## config.mk

```make
export PLATFORM = sky130hd
export DESIGN_NAME = seg7_scan_decoder
export DESIGN_NICKNAME = d
export VERILOG_FILES = /design/src/rtl/seg7_scan_decoder.sv
export SDC_FILE = /design/constraint.sdc
export NUM_CORES = 1
export LEC_CHECK = 0
export BUFFER_PORTS_ARGS = -buffer_cell sky130_fd_sc_hd__buf_4
export CELL_PAD_IN_SITES_DETAIL_PLACEMENT = 1
export CELL_PAD_IN_SITES_GLOBAL_PLACEMENT = 1
export CORE_MARGIN = 4
export CORE_UTILIZATION = 38
export CTS_CLUSTER_DIAMETER = 100
export DETAILED_ROUTE_END_ITERATION = 10
export GPL_TIMING_DRIVEN = 0
export PLACE_DENSITY_LB_ADDON = 0.1
export SLEW_MARGIN = 10
export SYNTH_ARGS = -nofsm -noshare
export SYNTH_HDL_FRONTEND = slang
export SYNTH_SLANG_ARGS = --single-unit
```

## constraint.sdc

```tcl
create_clock -name clk -period 3.7 [get_ports clk]
set_input_delay 0.74 -clock clk [delete_from_list [all_inputs] [get_ports clk]]
set_output_delay 0.74 -clock clk [all_outputs]
set_load 0.02 [all_outputs]
```

## src/rtl/seg7_scan_decoder.sv

```systemverilog
// Receive-side 7-segment scan decoder: debounces a multiplexed active-low
// segment bus and recovers the BCD value of each digit position.
module seg7_scan_decoder #(
  parameter int DIGITS = 6,
  parameter int STABLE = 4
) (
  input  logic                  clk,
  input  logic                  rst,
  input  logic [0:6]            seg_in,
  input  logic [DIGITS-1:0]     dig_sel,
  output logic [4*DIGITS-1:0]   bcd_out,
  output logic [DIGITS-1:0]     digit_valid,
  output logic                  frame_valid,
  output logic                  err,
  output logic [2:0]            err_digit
);

  localparam logic [3:0] STABLE_C = 4'(STABLE);

  // Returns {legal, value}; blank decodes legally to 4'hF.
  function automatic logic [4:0] decode(input logic [0:6] p);
    case (p)
      7'b0000001: decode = 5'h10;
      7'b1001111: decode = 5'h11;
      7'b0010010: decode = 5'h12;
      7'b0000110: decode = 5'h13;
      7'b1001100: decode = 5'h14;
      7'b0100100: decode = 5'h15;
      7'b0100000: decode = 5'h16;
      7'b0001101: decode = 5'h17;
      7'b0000000: decode = 5'h18;
      7'b0000100: decode = 5'h19;
      7'b1111111: decode = 5'h1F;
      default:    decode = 5'h00;
    endcase
  endfunction

  logic [0:6]        s_seg;
  logic [DIGITS-1:0] s_sel;
  logic [3:0]        cnt;
  logic [DIGITS-1:0] seen;

  logic              same;
  logic              commit;
  logic              onehot;
  logic [2:0]        idx;
  logic [4:0]        dec;
  logic [DIGITS-1:0] seen_next;

  always_comb begin
    same      = (s_sel == dig_sel) && (s_seg == seg_in);
    commit    = same && (cnt == (STABLE_C - 4'd1));
    onehot    = $onehot(s_sel);
    dec       = decode(s_seg);
    seen_next = seen | s_sel;
    idx       = 3'd0;
    for (int i = 0; i < DIGITS; i++) begin
      if (s_sel[i]) idx = 3'(i);
    end
  end

  always_ff @(posedge clk) begin
    if (rst) begin
      s_seg       <= 7'b1111111;
      s_sel       <= '0;
      cnt         <= 4'd0;
      seen        <= '0;
      bcd_out     <= '0;
      digit_valid <= '0;
      frame_valid <= 1'b0;
      err         <= 1'b0;
      err_digit   <= 3'd0;
    end else begin
      s_seg       <= seg_in;
      s_sel       <= dig_sel;
      frame_valid <= 1'b0;
      err         <= 1'b0;
      if (!same)                cnt <= 4'd1;
      else if (cnt != STABLE_C) cnt <= cnt + 4'd1;

      // Non-one-hot selects are blanking gaps or glitches and are dropped.
      if (commit && onehot) begin
        if (dec[4]) begin
          for (int i = 0; i < DIGITS; i++) begin
            if (s_sel[i]) begin
              bcd_out[4*i +: 4] <= dec[3:0];
              digit_valid[i]    <= 1'b1;
            end
          end
          if (seen_next == {DIGITS{1'b1}}) begin
            frame_valid <= 1'b1;
            seen        <= '0;
          end else begin
            seen <= seen_next;
          end
        end else begin
          err       <= 1'b1;
          err_digit <= idx;
          seen      <= '0;
          for (int i = 0; i < DIGITS; i++) begin
            if (s_sel[i]) digit_valid[i] <= 1'b0;
          end
        end
      end
    end
  end

endmodule

```

==> results of run 1 <==
layout make-up:
| type | instances | area [um^2] |
|---|---|---|
| tap | 96 | 120 |
| fill | 794 | 3280 |
| timing repair buffer | 59 | 473 |
| clock inverter | 4 | 72.6 |
| buffer | 16 | 98.8 |
| multi-input combinational | 188 | 1400 |
| clock buffer | 12 | 165 |
| sequential | 58 | 1170 |
| inverter | 13 | 51.3 |
metal layers:
metal / routed length [um] / track usage [%] / up-vias / share of wire (%)
met5: 0 / 0 / - / 0
met4: 118 / 5.57 / 0 / 1.6
met3: 307 / 4.18 / 14 / 4.1
met2: 3670 / 29.4 / 44 / 49
met1: 3420 / 23.7 / 1114 / 45
li1: - / - / 1098 / -
worst min path at each step:
stage	startpoint	end	slack (ps)	depth (start not counted)
2_1_floorplan	seen[0]	seen[0]	420	2
3_3_place_gp	seen[0]	seen[0]	440	2
3_5_place_dp	seen[0]	seen[0]	440	2
4_1_cts	seen[0]	seen[0]	460	2
5_1_grt	seen[4]	seen[4]	490	1
6_report	seen[0]	seen[0]	460	2
where the power goes:
group          total (mW)  switching, mW  leakage, nW  internal (mW)
sequential          0.641        0.00957        0.473          0.632
combinational       0.134         0.0763        0.949         0.0581
clock               0.702          0.268        0.119          0.433
total                1.48          0.354         1.54           1.12
critical path, delay by kind of cell, from the launching register on:
family / cells / cell delay, ps
compound gates: 2 / 260
fa+ha+maj: 4 / 1610
buf+inv: 4 / 360
flops: 1 / 330
simple gates: 3 / 960
cells by family after synthesis:
group | Yosys count | share of synthesized area (%)
and+or+nand+nor | 98 | 23.2
DFF | 58 | 43.2
AOI/OAI and AO/OA | 46 | 10.8
buffers and inverters | 30 | 5.21
muxes | 23 | 8.57
xor gates and xnor gates | 15 | 5.45
adders and majority gates | 6 | 3.63
metrics by stage:
step	instance area, um^2	power, mW	hold WS, ps
after global placement	3170	0.778	444
final	3550	1.48	463
after global routing	3550	1.54	487
after detailed placement	3170	0.780	442
after CTS	3430	1.49	461
after floorplan	2690	0.738	425
flip-flops by register name (all words and copies together) (netlist names):
name and count:
err_digit 3, cnt 4, seen 6, err 1, s_seg 7, bcd_out 24, s_sel 6, frame_valid 1
digit_valid 6
cells in the mapped netlist, types with 3 or more instances:
cell type	instances
dfxtp_1	58
xnor2_1	12
a21o_1	4
o21ai_1	4
nor2_1	12
nor2b_1	7
nand3_4	6
nor3_1	6
o21a_1	5
o21ai_0	9
mux2i_1	23
buf_2	4
clkbuf_1	9
nand4_1	4
o22ai_1	4
o211ai_1	4
ha_1	3
nand2_1	29
nand3_1	5
or2_2	7
a21oi_1	9
fa_1	3
inv_1	13
repair_timing:
item,in CTS,in global routing
gates resized for setup,6,14
buffers inserted,1,9
endpoints found under the setup margin,40,13
pin swaps,1,5
cloned,0,1
hold buffers,0,0
==> results by group, run 1 <==
Routing
  • Via/cell ratio: between 5 and 6
  • DR WL/cell: 16.9 um
  • Initial DRC count: 57
  • Antenna Nets Post-Route: 0
  • Total number of vias: 2270
  • DRC: 0
  • Pre-Repair DR Iteration Count: 4
  • Total Wirelength: 7520 um

Place
  • Post-Place Setup Slack: -388 ps
  • Port buffer count: 48
  • Post-Place Cells: between 400 and 500
  • Post-DP HPWL: 5230 um
  • RePlAce Congestion: around 0.78

Critical path
  • CP Class: register to register
  • R2r startpoint: s_sel[3]
  • Worst path slowest cell: or4_4
  • Crit path DAT: ~3900 ps
  • Max FO, Critical Path: 6
  • Worst path most repeated cell: fa_1
  • Slowest cell delay on critical path: roughly 630 ps
  • RR Endpoint: err_digit[2]
  • Worst Setup SP: s_sel[3]
  • CP endpoint: err_digit[2]
  • Reg2reg setup slack: 40 ps
  • Reg2reg path depth: 13
  • CP Launch Type: register
  • Worst EP required: around 3900 ps
  • Crit end category: register
  • CP Cell Sequence: buf_6 > inv_4 > fa_1 > fa_1 > inv_1 > ha_2 > fa_1 > nor2_2 > nand4_1 > or4_4 > buf_8 > o211ai_1 > o31ai_1

Synthesis
  • Synth Cell Area: approximately 2700 um^2
  • Sequential element share of the synthesized area: a little over two fifths
  • Syn nets: ~300
  • Main flop type after synthesis: dfxtp_1
  • Synth top area share: a little over two fifths
  • Yosys top cell by area: dfxtp_1
  • Post-Syn Area per Cell: approximately 10 um^2
  • Yosys warns: 0
  • Ranking of synthesized cells by area: dfxtp_1, mux2i_1, nand2_1
  • Cells after Synth: 276
  • Flops & latches, synth: 58
  • EDFF count, synth: 0
  • Yosys cell types: 50
  • Fraction of registers with async set/reset: 0%

Final layout
  • Most common cell after layout, fill and taps aside: buf_4
  • Area grow syn2layout: 32.2%
  • Fin cells: between 400 and 500
  • Share of cells above drive strength 1: between 30% and 40%
  • Finished Core Util: 52.0%
  • Most frequent cells in the layout: buf_4, dfxtp_1, nand2_1, mux2i_1
  • Inserted Diodes: 0
  • Final net count: about 370

STA
  • Final setup violation count: 0
  • Fin. Hold Viols: 0
  • Clock period minus worst slack: 3660 ps
  • Max Transition Viols Final: 0
  • Actual slew at the worst max-slew pin: approximately 550 ps
  • Final worst slack: just over 40 ps
  • Setup repair after global routing missed its margin: yes
  • Setup_tns: 0 ps
  • F_max: between 200 and 300 MHz
  • Fin crit share: between 90 and 100%
  • Max_slew headroom: 63.3%
  • Clk_skew: around 13 ps

Floorplan
  • Standard-cell rows: 30
  • Core area: 6830 um^2
  • Die width: roughly 90 um
  • Die Footprint: 8480 um^2
  • Die Height: between 90 and 100 um
  • Io pins: 50
  • Starting Density: between 30% and 40%

CTS
  • TritonCTS buffer count: 9
  • Clock Pin Slew Worst Setup and Hold Paths: around 70 ps
  • Number of H-tree levels: 3
  • TritonCTS clock tree: done
  • CTS Sinks: 58
  • CTS root buf: clkbuf_8
  • CTS max path bufs: 2
  • Insertion delay to the later sink of the worst-skew pair: approximately 340 ps

Global route
  • Global route total overflow: 0
  • GR Util All Layers: between 15 and 20%
  • Initial antenna violation count: 0
  • Vias in the first global route: 2342
  • Largest net degree at the start of global routing: 11
  • First-pass GRT wire length: 12000 um

Power and ir drop
  • Pwr Density: approximately 420 nW/um^2
  • Leakage: about 1.5 nW
  • Worst VDD drop: around 0.21 mV

Hold path
  • HP Class: register to register

Flow run
  • Max cap viols: 0

Run status
  • Outcome: complete, no violations
Power figures use the tool's default switching activity.
==> run 2: changes to the inputs <==
--- a/config.mk
+++ b/config.mk
@@ -9,11 +9,11 @@
 export CELL_PAD_IN_SITES_DETAIL_PLACEMENT = 1
 export CELL_PAD_IN_SITES_GLOBAL_PLACEMENT = 1
 export CORE_MARGIN = 4
-export CORE_UTILIZATION = 38
+export CORE_UTILIZATION = 42
 export CTS_CLUSTER_DIAMETER = 100
 export DETAILED_ROUTE_END_ITERATION = 10
 export GPL_TIMING_DRIVEN = 0
-export PLACE_DENSITY_LB_ADDON = 0.1
+export PLACE_DENSITY = 0.82
 export SLEW_MARGIN = 10
 export SYNTH_ARGS = -nofsm -noshare
 export SYNTH_HDL_FRONTEND = slang
==> constraint.sdc (replaced) <==
create_clock -name clk -period 4.03 [get_ports clk]
set_input_delay 0.806 -clock clk [delete_from_list [all_inputs] [get_ports clk]]
set_output_delay 0.806 -clock clk [all_outputs]
set_load 0.02 [all_outputs]
==> results by group, run 2 (same netlist as run 1, synthesis figures left out) <==
Run status
  • Outcome: complete, no violations

Hold path
  • HP Class: register to register
  • Hold path cells: 2

Place
  • Post-Place Cells: around 400
  • Port buffer count: 48
  • Post-Place Setup Slack: -35.8 ps
  • RePlAce Congestion: ~0.82
  • Post-DP HPWL: 5310 um

Final layout
  • Multi-input logic area: roughly 1400 um^2
  • Area grow syn2layout: 25.7%
  • Max reg flops: 24
  • Finished Core Util: a little under three fifths
  • Largest regs: bcd_out: 24 flops, s_seg: 7 flops
  • Inserted Diodes: 0
  • FILL cells: approximately 680
  • FF+latch area: between 1000 and 1500 um^2
  • Most common cell after layout, fill and taps aside: dfxtp_1
  • Most frequent cells in the layout: dfxtp_1, buf_4, nand2_1, mux2i_1, inv_1
  • Final net count: approximately 360
  • Fin cells: ~420
  • Register with the most flip-flops: bcd_out
  • Share of cells above drive strength 1: between 20 and 30%

STA
  • Clock period minus worst slack: between 3000 and 4000 ps
  • Max_slew headroom: roughly 62%
  • Fin. Hold Viols: 0
  • Max Transition Viols Final: 0
  • Setup repair after global routing missed its margin: no
  • Fin crit share: a little over nine tenths
  • Actual slew at the worst max-slew pin: ~570 ps
  • Final setup violation count: 0
  • F_max: roughly 260 MHz
  • Clk_skew: around 12 ps
  • Final worst slack: 237 ps

Floorplan
  • Starting Density: roughly 44%
  • Io pins: 50
  • Die width: 88.0 um
  • Die Footprint: 7740 um^2
  • Core area: roughly 6100 um^2
  • Standard-cell rows: 28
  • Die Height: 88.0 um

Critical path
  • CP Launch Type: register
  • Largest delay share family, worst path: adder cells
  • Worst EP required: 4230 ps
  • Crit path DAT: ~4000 ps
  • Crit end category: register
  • Worst path bufs/invs: 3
  • Reg2reg path depth: 12
  • CP Cell Sequence: inv_1 > fa_1 > fa_1 > inv_1 > ha_1 > fa_1 > nor2_1 > nand4_1 > or4_1 > clkbuf_4 > o211ai_1 > o31ai_1
  • Max FO, Critical Path: 10
  • CP Class: register to register
  • Worst path most repeated cell: fa_1
  • Stages on worst setup path: 12
  • Slowest cell delay on critical path: 590 ps
  • Worst path slowest cell: or4_1

Routing
  • Antenna Nets Post-Route: 0
  • DRC: 0
  • Pre-Repair DR Iteration Count: 4
  • Total Wirelength: 7380 um
  • Total number of vias: between 2000 and 2500
  • Via/cell ratio: ~5.4
  • Initial DRC count: 90
  • DR WL/cell: approximately 18 um

Power and ir drop
  • Sw Share: ~25%
  • Sequential share of power: between 40% and 50%
  • Pwr Density: a little under 400 nW/um^2
  • Net Switching: ~0.33 mW
  • Leakage: 1.47 nW
  • Worst VDD drop: between 0.2 and 0.3 mV
  • Internal power: 0.975 mW
  • Combinational share of power: ~8.9%
  • Clock power share: a little under half

CTS
  • CTS Sinks: slightly below 60
  • CTS max path bufs: 2
  • Clock Pin Slew Worst Setup and Hold Paths: approximately 70 ps
  • TritonCTS clock tree: done
  • Number of H-tree levels: 3
  • CTS root buf: clkbuf_8
  • Hold_buf cts: 0
  • Insertion delay to the later sink of the worst-skew pair: 340 ps
  • TritonCTS buffer count: 9

Global route
  • Largest net degree at the start of global routing: 12
  • Global route total overflow: 0
  • Initial antenna violation count: 0
  • First-pass GRT wire length: around 12000 um
  • GR Util All Layers: 20.8%
  • Vias in the first global route: approximately 2400

Flow run
  • Max cap viols: 0
## run 2: cell count changes in the layout (fill, tap and decap cells not counted), sizes merged
cell,before,now
clkbuf,20,17
clkinvlp,1,2
buf,67,58
clkinv,1,3
## run 2: metrics by stage
| step | total power [mW] | setup TNS, ps | instance area (um^2) | hold slack, ps |
|---|---|---|---|---|
| 2_1_floorplan | 0.677 | 0 | 2690 | 425 |
| 4_1_cts | 1.31 | 0 | 3380 | 470 |
| 5_1_grt | 1.36 | 0 | 3380 | 496 |
| 3_3_place_gp | 0.713 | 0 | 3140 | 437 |
| 3_5_place_dp | 0.717 | -35.8 | 3140 | 455 |
| 6_report | 1.30 | 0 | 3380 | 464 |
## run 2: path summary, 6_finish.rpt
check                           startpoint            to  slack [ps]
worst min register to register  bcd_out[5]    bcd_out[5]         460
worst max register to register    s_sel[1]  err_digit[2]         240
worst max-delay path              s_sel[1]  err_digit[2]         240
worst min-delay path            bcd_out[5]    bcd_out[5]         460
## run 2: area by class of cell
type,count,share of cell area (%)
tap,75,2.78
clock buffer,9,3.67
inverter,13,1.44
clock inverter,7,2.78
sequential,58,34.5
multi-input combinational,188,41.1
buffer,16,2.70
timing repair buffer,50,11.1
## run 2: power groups by stage
stage               registers, mW  logic [mW]  clock network (mW)
CTS                         0.589       0.117               0.604
finish                      0.589       0.117               0.599
detailed placement          0.602       0.115                   0
global route                0.590       0.130               0.637
global placement            0.602       0.111                   0
floorplan                   0.600      0.0779                   0
## run 2: timing repair
action                                  in CTS  in global routing
cloned                                       0                  0
setup buffers                                2                  0
gates resized for setup                      1                  4
pin swaps                                    1                  0
endpoints found under the setup margin      12                  8
## run 2: routing by layer
metal | wire (um) | share of wire, % | GRT usage [%]
met5 | 0 | 0 | 0
met4 | 102 | 1.4 | 7.25
met3 | 332 | 4.5 | 5.93
met2 | 3630 | 49 | 34.2
met1 | 3320 | 45 | 26.1
## run 2: worst register-to-register path, delay by kind of cell, from the launching register on
family | cells | cell delay (ps)
AOI/OAI and AO/OA | 2 | 280
and+or+nand+nor | 3 | 940
DFF | 1 | 410
adders and majority gates | 4 | 1590
buffers and inverters | 3 | 440
